--- src/rtl/xg_rst_gen.sv ---
// Reset sequencer for xg_interface: qualifies MMCM lock in the clk50m domain and
// drives a registered system reset, with software reset hold and lock-loss counting.
module xg_rst_gen #(
  parameter int unsigned SYNC_STAGES        = 2,
  parameter int unsigned LOCK_STABLE_CYCLES = 1024,
  parameter int unsigned RST_HOLD_CYCLES    = 16
) (
  input  logic       clk50m,
  input  logic       rst,
  input  logic       locked_in,
  input  logic       sw_rst_req,
  output logic       sys_rst,
  output logic       sys_rst_n,
  output logic       ready,
  output logic       lock_lost,
  output logic [7:0] lock_lost_cnt
);

  localparam int unsigned CNT_W  = (LOCK_STABLE_CYCLES > 1) ? $clog2(LOCK_STABLE_CYCLES) : 1;
  localparam int unsigned HCNT_W = (RST_HOLD_CYCLES > 1) ? $clog2(RST_HOLD_CYCLES) : 1;
  localparam logic [CNT_W-1:0]  CNT_LAST  = CNT_W'(LOCK_STABLE_CYCLES - 1);
  localparam logic [HCNT_W-1:0] HCNT_LAST = HCNT_W'(RST_HOLD_CYCLES - 1);

  typedef enum logic [1:0] {
    WAIT_LOCK = 2'd0,
    STABLE    = 2'd1,
    RUN       = 2'd2,
    HOLD      = 2'd3
  } state_t;

  state_t                 state, state_d;
  logic [CNT_W-1:0]       cnt, cnt_d;
  logic [HCNT_W-1:0]      hcnt, hcnt_d;
  logic [SYNC_STAGES-1:0] sync;
  logic                   locked_s;
  logic                   lost_d;
  logic [7:0]             lost_cnt_d;

  assign locked_s = sync[SYNC_STAGES-1];

  // Next state, counters and lock-loss event; outputs follow the new state
  always_comb begin
    state_d    = state;
    cnt_d      = cnt;
    hcnt_d     = hcnt;
    lost_d     = 1'b0;
    lost_cnt_d = lock_lost_cnt;
    case (state)
      WAIT_LOCK: begin
        if (locked_s) begin
          state_d = STABLE;
          cnt_d   = '0;
        end
      end
      STABLE: begin
        if (!locked_s)             state_d = WAIT_LOCK;
        else if (cnt == CNT_LAST)  state_d = RUN;
        else                       cnt_d   = cnt + CNT_W'(1);
      end
      RUN: begin
        if (!locked_s) begin
          state_d = WAIT_LOCK;
          lost_d  = 1'b1;
        end else if (sw_rst_req) begin
          state_d = HOLD;
          hcnt_d  = '0;
        end
      end
      HOLD: begin
        if (!locked_s) begin
          state_d = WAIT_LOCK;
          lost_d  = 1'b1;
        end else if (hcnt == HCNT_LAST) begin
          state_d = RUN;
        end else begin
          hcnt_d = hcnt + HCNT_W'(1);
        end
      end
      default: state_d = WAIT_LOCK;
    endcase
    // Saturate so a flapping MMCM never wraps the status count back to a small value
    if (lost_d && (lock_lost_cnt != 8'hFF)) lost_cnt_d = lock_lost_cnt + 8'd1;
  end

  always_ff @(posedge clk50m) begin
    if (rst) begin
      state         <= WAIT_LOCK;
      cnt           <= '0;
      hcnt          <= '0;
      sync          <= '0;
      sys_rst       <= 1'b1;
      sys_rst_n     <= 1'b0;
      ready         <= 1'b0;
      lock_lost     <= 1'b0;
      lock_lost_cnt <= 8'd0;
    end else begin
      state         <= state_d;
      cnt           <= cnt_d;
      hcnt          <= hcnt_d;
      sync          <= {sync[SYNC_STAGES-2:0], locked_in};
      sys_rst       <= (state_d != RUN);
      sys_rst_n     <= (state_d == RUN);
      ready         <= (state_d == RUN);
      lock_lost     <= lost_d;
      lock_lost_cnt <= lost_cnt_d;
    end
  end

endmodule
--- config.mk ---
export PLATFORM = sky130hd
export DESIGN_NAME = xg_rst_gen
export DESIGN_NICKNAME = d
export VERILOG_FILES = /design/src/rtl/xg_rst_gen.sv
export SDC_FILE = /design/constraint.sdc
export NUM_CORES = 1
export LEC_CHECK = 0
export ABC_AREA = 1
export ABC_CLOCK_PERIOD_IN_PS = 3600
export CAP_MARGIN = 20
export CORE_UTILIZATION = 59
export CTS_CLUSTER_SIZE = 12
export DETAILED_ROUTE_END_ITERATION = 6
export MAX_ROUTING_LAYER = met4
export PLACE_DENSITY = 0.91
export RECOVER_POWER = 100
export SLEW_MARGIN = 5
export SYNTH_ARGS = -nofsm -noshare
export SYNTH_HDL_FRONTEND = slang
export SYNTH_SLANG_ARGS = --single-unit
--- constraint.sdc ---
create_clock -name clk50m -period 3.6 [get_ports clk50m]
set_input_delay 0.72 -clock clk50m [delete_from_list [all_inputs] [get_ports clk50m]]
set_output_delay 0.72 -clock clk50m [all_outputs]
set_load 0.005 [all_outputs]
==> flow_summary.rst <==
.. list-table::
   :header-rows: 1

   * - Metric
     - Value
   * - Status
     - finished, final reports clean
   * - Xor and xnor area share after synthesis
     - 0.0631
   * - Clock period minus worst slack
     - 2.43 ns
   * - Internal Power
     - 0.403 mW
   * - Switch share
     - 0.250
   * - Post-synthesis sequential element count
     - 29
   * - Cell with the most instances after synthesis
     - nand2_1
   * - Synth-to-layout area growth
     - 9.42%
   * - CP arrival
     - around 2.6 ns
   * - Remaining antenna violation count
     - 0
   * - Total power density per cell area
     - 322 nW/um^2
   * - Post-Synth Simple-Gate Area
     - 0.320
   * - Final count of pins violating max slew
     - 0
   * - Largest net degree at the start of global routing
     - 15
   * - Count of hold buffers inserted by post-cts repair
     - 0
   * - Mean number of vias per cell
     - 5.33
   * - DR DRC count
     - 0
   * - Type of the worst setup path
     - flop to flop
   * - Drt first-iter violations
     - 28
   * - Endpoint type of the worst setup path
     - flop
   * - Buffer type at the clock tree root
     - clkbuf_4
   * - Worst-case clock buffer depth
     - 2
   * - Largest vdd supply drop
     - 0.403 mV
   * - Post-synthesis cell count
     - around 210
   * - Static leakage
     - approximately 0.68 nW
   * - Post-CTS Resized
     - 0
   * - Worst Hold Class
     - flop to flop
   * - Net count after synthesis
     - between 200 and 250
   * - Overflow after GRT
     - 0
   * - Share of final-layout standard cells stronger than drive strength 1
     - 0.0664
   * - Pre-antenna DRT Iters
     - 4
   * - Worst Skew
     - between 0.008 and 0.009 ns
   * - Ys async rst share
     - 0
   * - Post-CTS Setup Bufs
     - 0
   * - Total routing usage reported by global routing
     - 0.259
   * - Power spent charging and discharging nets
     - about 0.13 mW
   * - Top_reg_cell synth
     - dfxtp_1
   * - Sequential fraction of design power
     - 0.606
   * - Worst skew pair latency
     - 0.34 ns
   * - Maximum frequency from static timing analysis
     - 0.411 GHz
   * - Fraction of synthesized area in multiplexers
     - 0
   * - Starting Density
     - 0.622
   * - Number of hold violations in the final report
     - 0
   * - Maximum fanout along the worst path
     - 13
   * - Post-route fraction of the period consumed by the critical path
     - 0.676
   * - Final setup violation count
     - 0
   * - Top cells by area in the synthesized netlist
     - dfxtp_1, nand2_1, nor2_1, inv_1, a21oi_2
   * - TritonCTS clock tree
     - yes
   * - Max cap viols
     - 0
   * - Die Wd
     - around 53 microns
   * - Total Die Area
     - about 2800 sq um
   * - Worst slew slack as a fraction of its limit
     - 0.549
   * - Total negative slack for setup checks
     - 0 ns
   * - Total number of H-tree levels
     - 2
   * - Area inside the core boundary
     - ~2500 sq um
   * - RSZ-0062 raised after global routing
     - no
   * - Antenna violations before repair
     - 0
   * - Routed len/inst
     - roughly 12 microns
   * - CTS buffer count
     - 5
   * - Top-area cell type share of the netlist area
     - 0.380
   * - Synth Area in Adders
     - 0.0246
   * - WP data required
     - between 3 and 4 ns
   * - Number of nets in the layout
     - ~230
   * - EDFF count, synth
     - 0
   * - Number of vias after detailed routing
     - roughly 1400
   * - Synth unique cells
     - 28
   * - Number of clock sinks
     - 29
   * - Tot Pwr
     - 0.538 mW
   * - Clock power frac
     - 0.360
   * - Cell type contributing the most total cell area after synthesis
     - dfxtp_1
   * - Number of port buffers
     - 15
   * - Vias in the first global route
     - ~1200
   * - Wire length of the first global-routing pass
     - 5.02 mm
   * - Ports placed on the boundary
     - 16
   * - Share of the yosys chip area belonging to registers
     - 0.380
   * - Chip Height
     - 52.9 microns
   * - Syn Std Cell Area
     - between 1500 and 2000 sq um
   * - Worst setup SP type
     - flop
   * - Num rows
     - 18
   * - Most instantiated cells after synthesis
     - nand2_1, dfxtp_1, nor2_1
   * - Part of the total power dissipated in combinational logic
     - 0.035
   * - Final Routed Wirelength
     - between 3 and 4 mm
   * - Routability congestion estimate
     - 0.843
   * - DP Wirelength
     - approximately 2.2 mm
   * - Post-Synthesis Mean Instance Area
     - between 7 and 8 sq um
   * - Ant. Diodes
     - 0
   * - Largest family of logic cells by synthesized area
     - simple AND/OR/NAND/NOR gates
   * - Post-CTS clock slew at the launch and capture registers of the worst setup and hold paths
     - about 0.090 ns
   * - Share of the synthesized area in compound gates (AO/OA/AOI/OAI)
     - 0.130
   * - Synthesis warning total
     - 0
   * - Slew at the pin closest to its max-slew limit
     - a little under 0.7 ns
==> layer usage <==
metal	vias to the layer above	routed length, microns	global-route usage
met5	-	0	-
met4	0	55	0.118
met3	7	109	0.0603
met2	30	1540	0.458
met1	627	1380	0.272
li1	701	-	-
==> worst max-delay path, stage by stage, from the launching register on <==
cell,delay [ns]
dfxtp_1,0.45
ha_1,0.22
nand2_2,0.06
nor2_1,0.50
nand4_4,0.16
nand3_1,0.43
inv_1,0.27
nand2_1,0.15
a21oi_2,0.05
==> cell families (layout without fill, tap and decap cells) <==
group / count (synthesis) / count (layout)
fa+ha+maj: 3 / 3
simple gates: 105 / 105
flops: 29 / 29
buf+inv: 28 / 48
xor+xnor: 11 / 11
compound gates: 30 / 30
==> per-stage QoR <==
| step | cell area [sq um] | setup slack [ns] | std cells | util | hold slack, ns |
|---|---|---|---|---|---|
| 2_1_floorplan | 1530 | 2.17 | 206 | - | 0.388 |
| 3_3_place_gp | 1690 | 1.64 | 248 | 0.688 | 0.389 |
| 3_5_place_dp | 1690 | 1.63 | 248 | 0.688 | 0.398 |
| 6_report | 1670 | 1.17 | 256 | 0.681 | 0.411 |
| 4_1_cts | 1740 | 1.53 | 256 | 0.708 | 0.411 |
| 5_1_grt | 1670 | 0.949 | 256 | 0.681 | 0.432 |
==> area by class of cell <==
cell class / count / area [sq um]
clock buffer: 6 / 41.3
clock inverter: 2 / 10.0
fill: 234 / 783
inverter: 24 / 90.1
multi-input combinational: 149 / 758
sequential: 29 / 581
tap: 30 / 37.5
timing repair buffer: 16 / 154
==> registers in the layout, summed over array words and instances (netlist names) <==
name	flops
state	2
lock_lost	1
sys_rst	1
cnt	10
hcnt	4
ready	1
lock_lost_cnt	8
sync	2
==> power groups by stage <==
stage	sequential, mW	combinational, mW	clock [mW]
2_1_floorplan	0.333	0.0148	0
3_3_place_gp	0.333	0.0197	0
3_5_place_dp	0.333	0.0204	0
4_1_cts	0.326	0.0204	0.196
5_1_grt	0.326	0.0210	0.208
6_report	0.326	0.0186	0.193
==> placed cells by master (no fill, tap or decap), types with 2 or more instances in the layout <==
| cell type | Yosys | routed |
|---|---|---|
| nand2_1 | 53 | 53 |
| dfxtp_1 | 29 | 29 |
| nor2_1 | 25 | 26 |
| inv_1 | 22 | 23 |
| a21oi_1 | 12 | 19 |
| dlygate4sd3_1 | 0 | 13 |
| nand3_1 | 9 | 10 |
| xor2_1 | 7 | 7 |
| o21ai_0 | 4 | 5 |
| nand4_1 | 4 | 5 |
| clkbuf_4 | 0 | 5 |
| nand2_2 | 4 | 4 |
| nor3_1 | 4 | 4 |
| xnor2_1 | 4 | 4 |
| ha_1 | 3 | 3 |
| o21ai_1 | 3 | 2 |
| o21bai_1 | 1 | 2 |
| clkinv_2 | 0 | 2 |
| clkbuf_1 | 1 | 2 |
| clkdlybuf4s50_1 | 0 | 2 |
==> final timing paths <==
kind	start	to	slack, ns	depth (start not counted)
max	cnt[0]	cnt[5]	1.17	8
min reg2reg	sync[0]	sync[1]	0.41	2
max reg2reg	cnt[0]	cnt[5]	1.17	8
min	sync[0]	sync[1]	0.41	2
No activity file was read; power rests on OpenSTA's default activity.
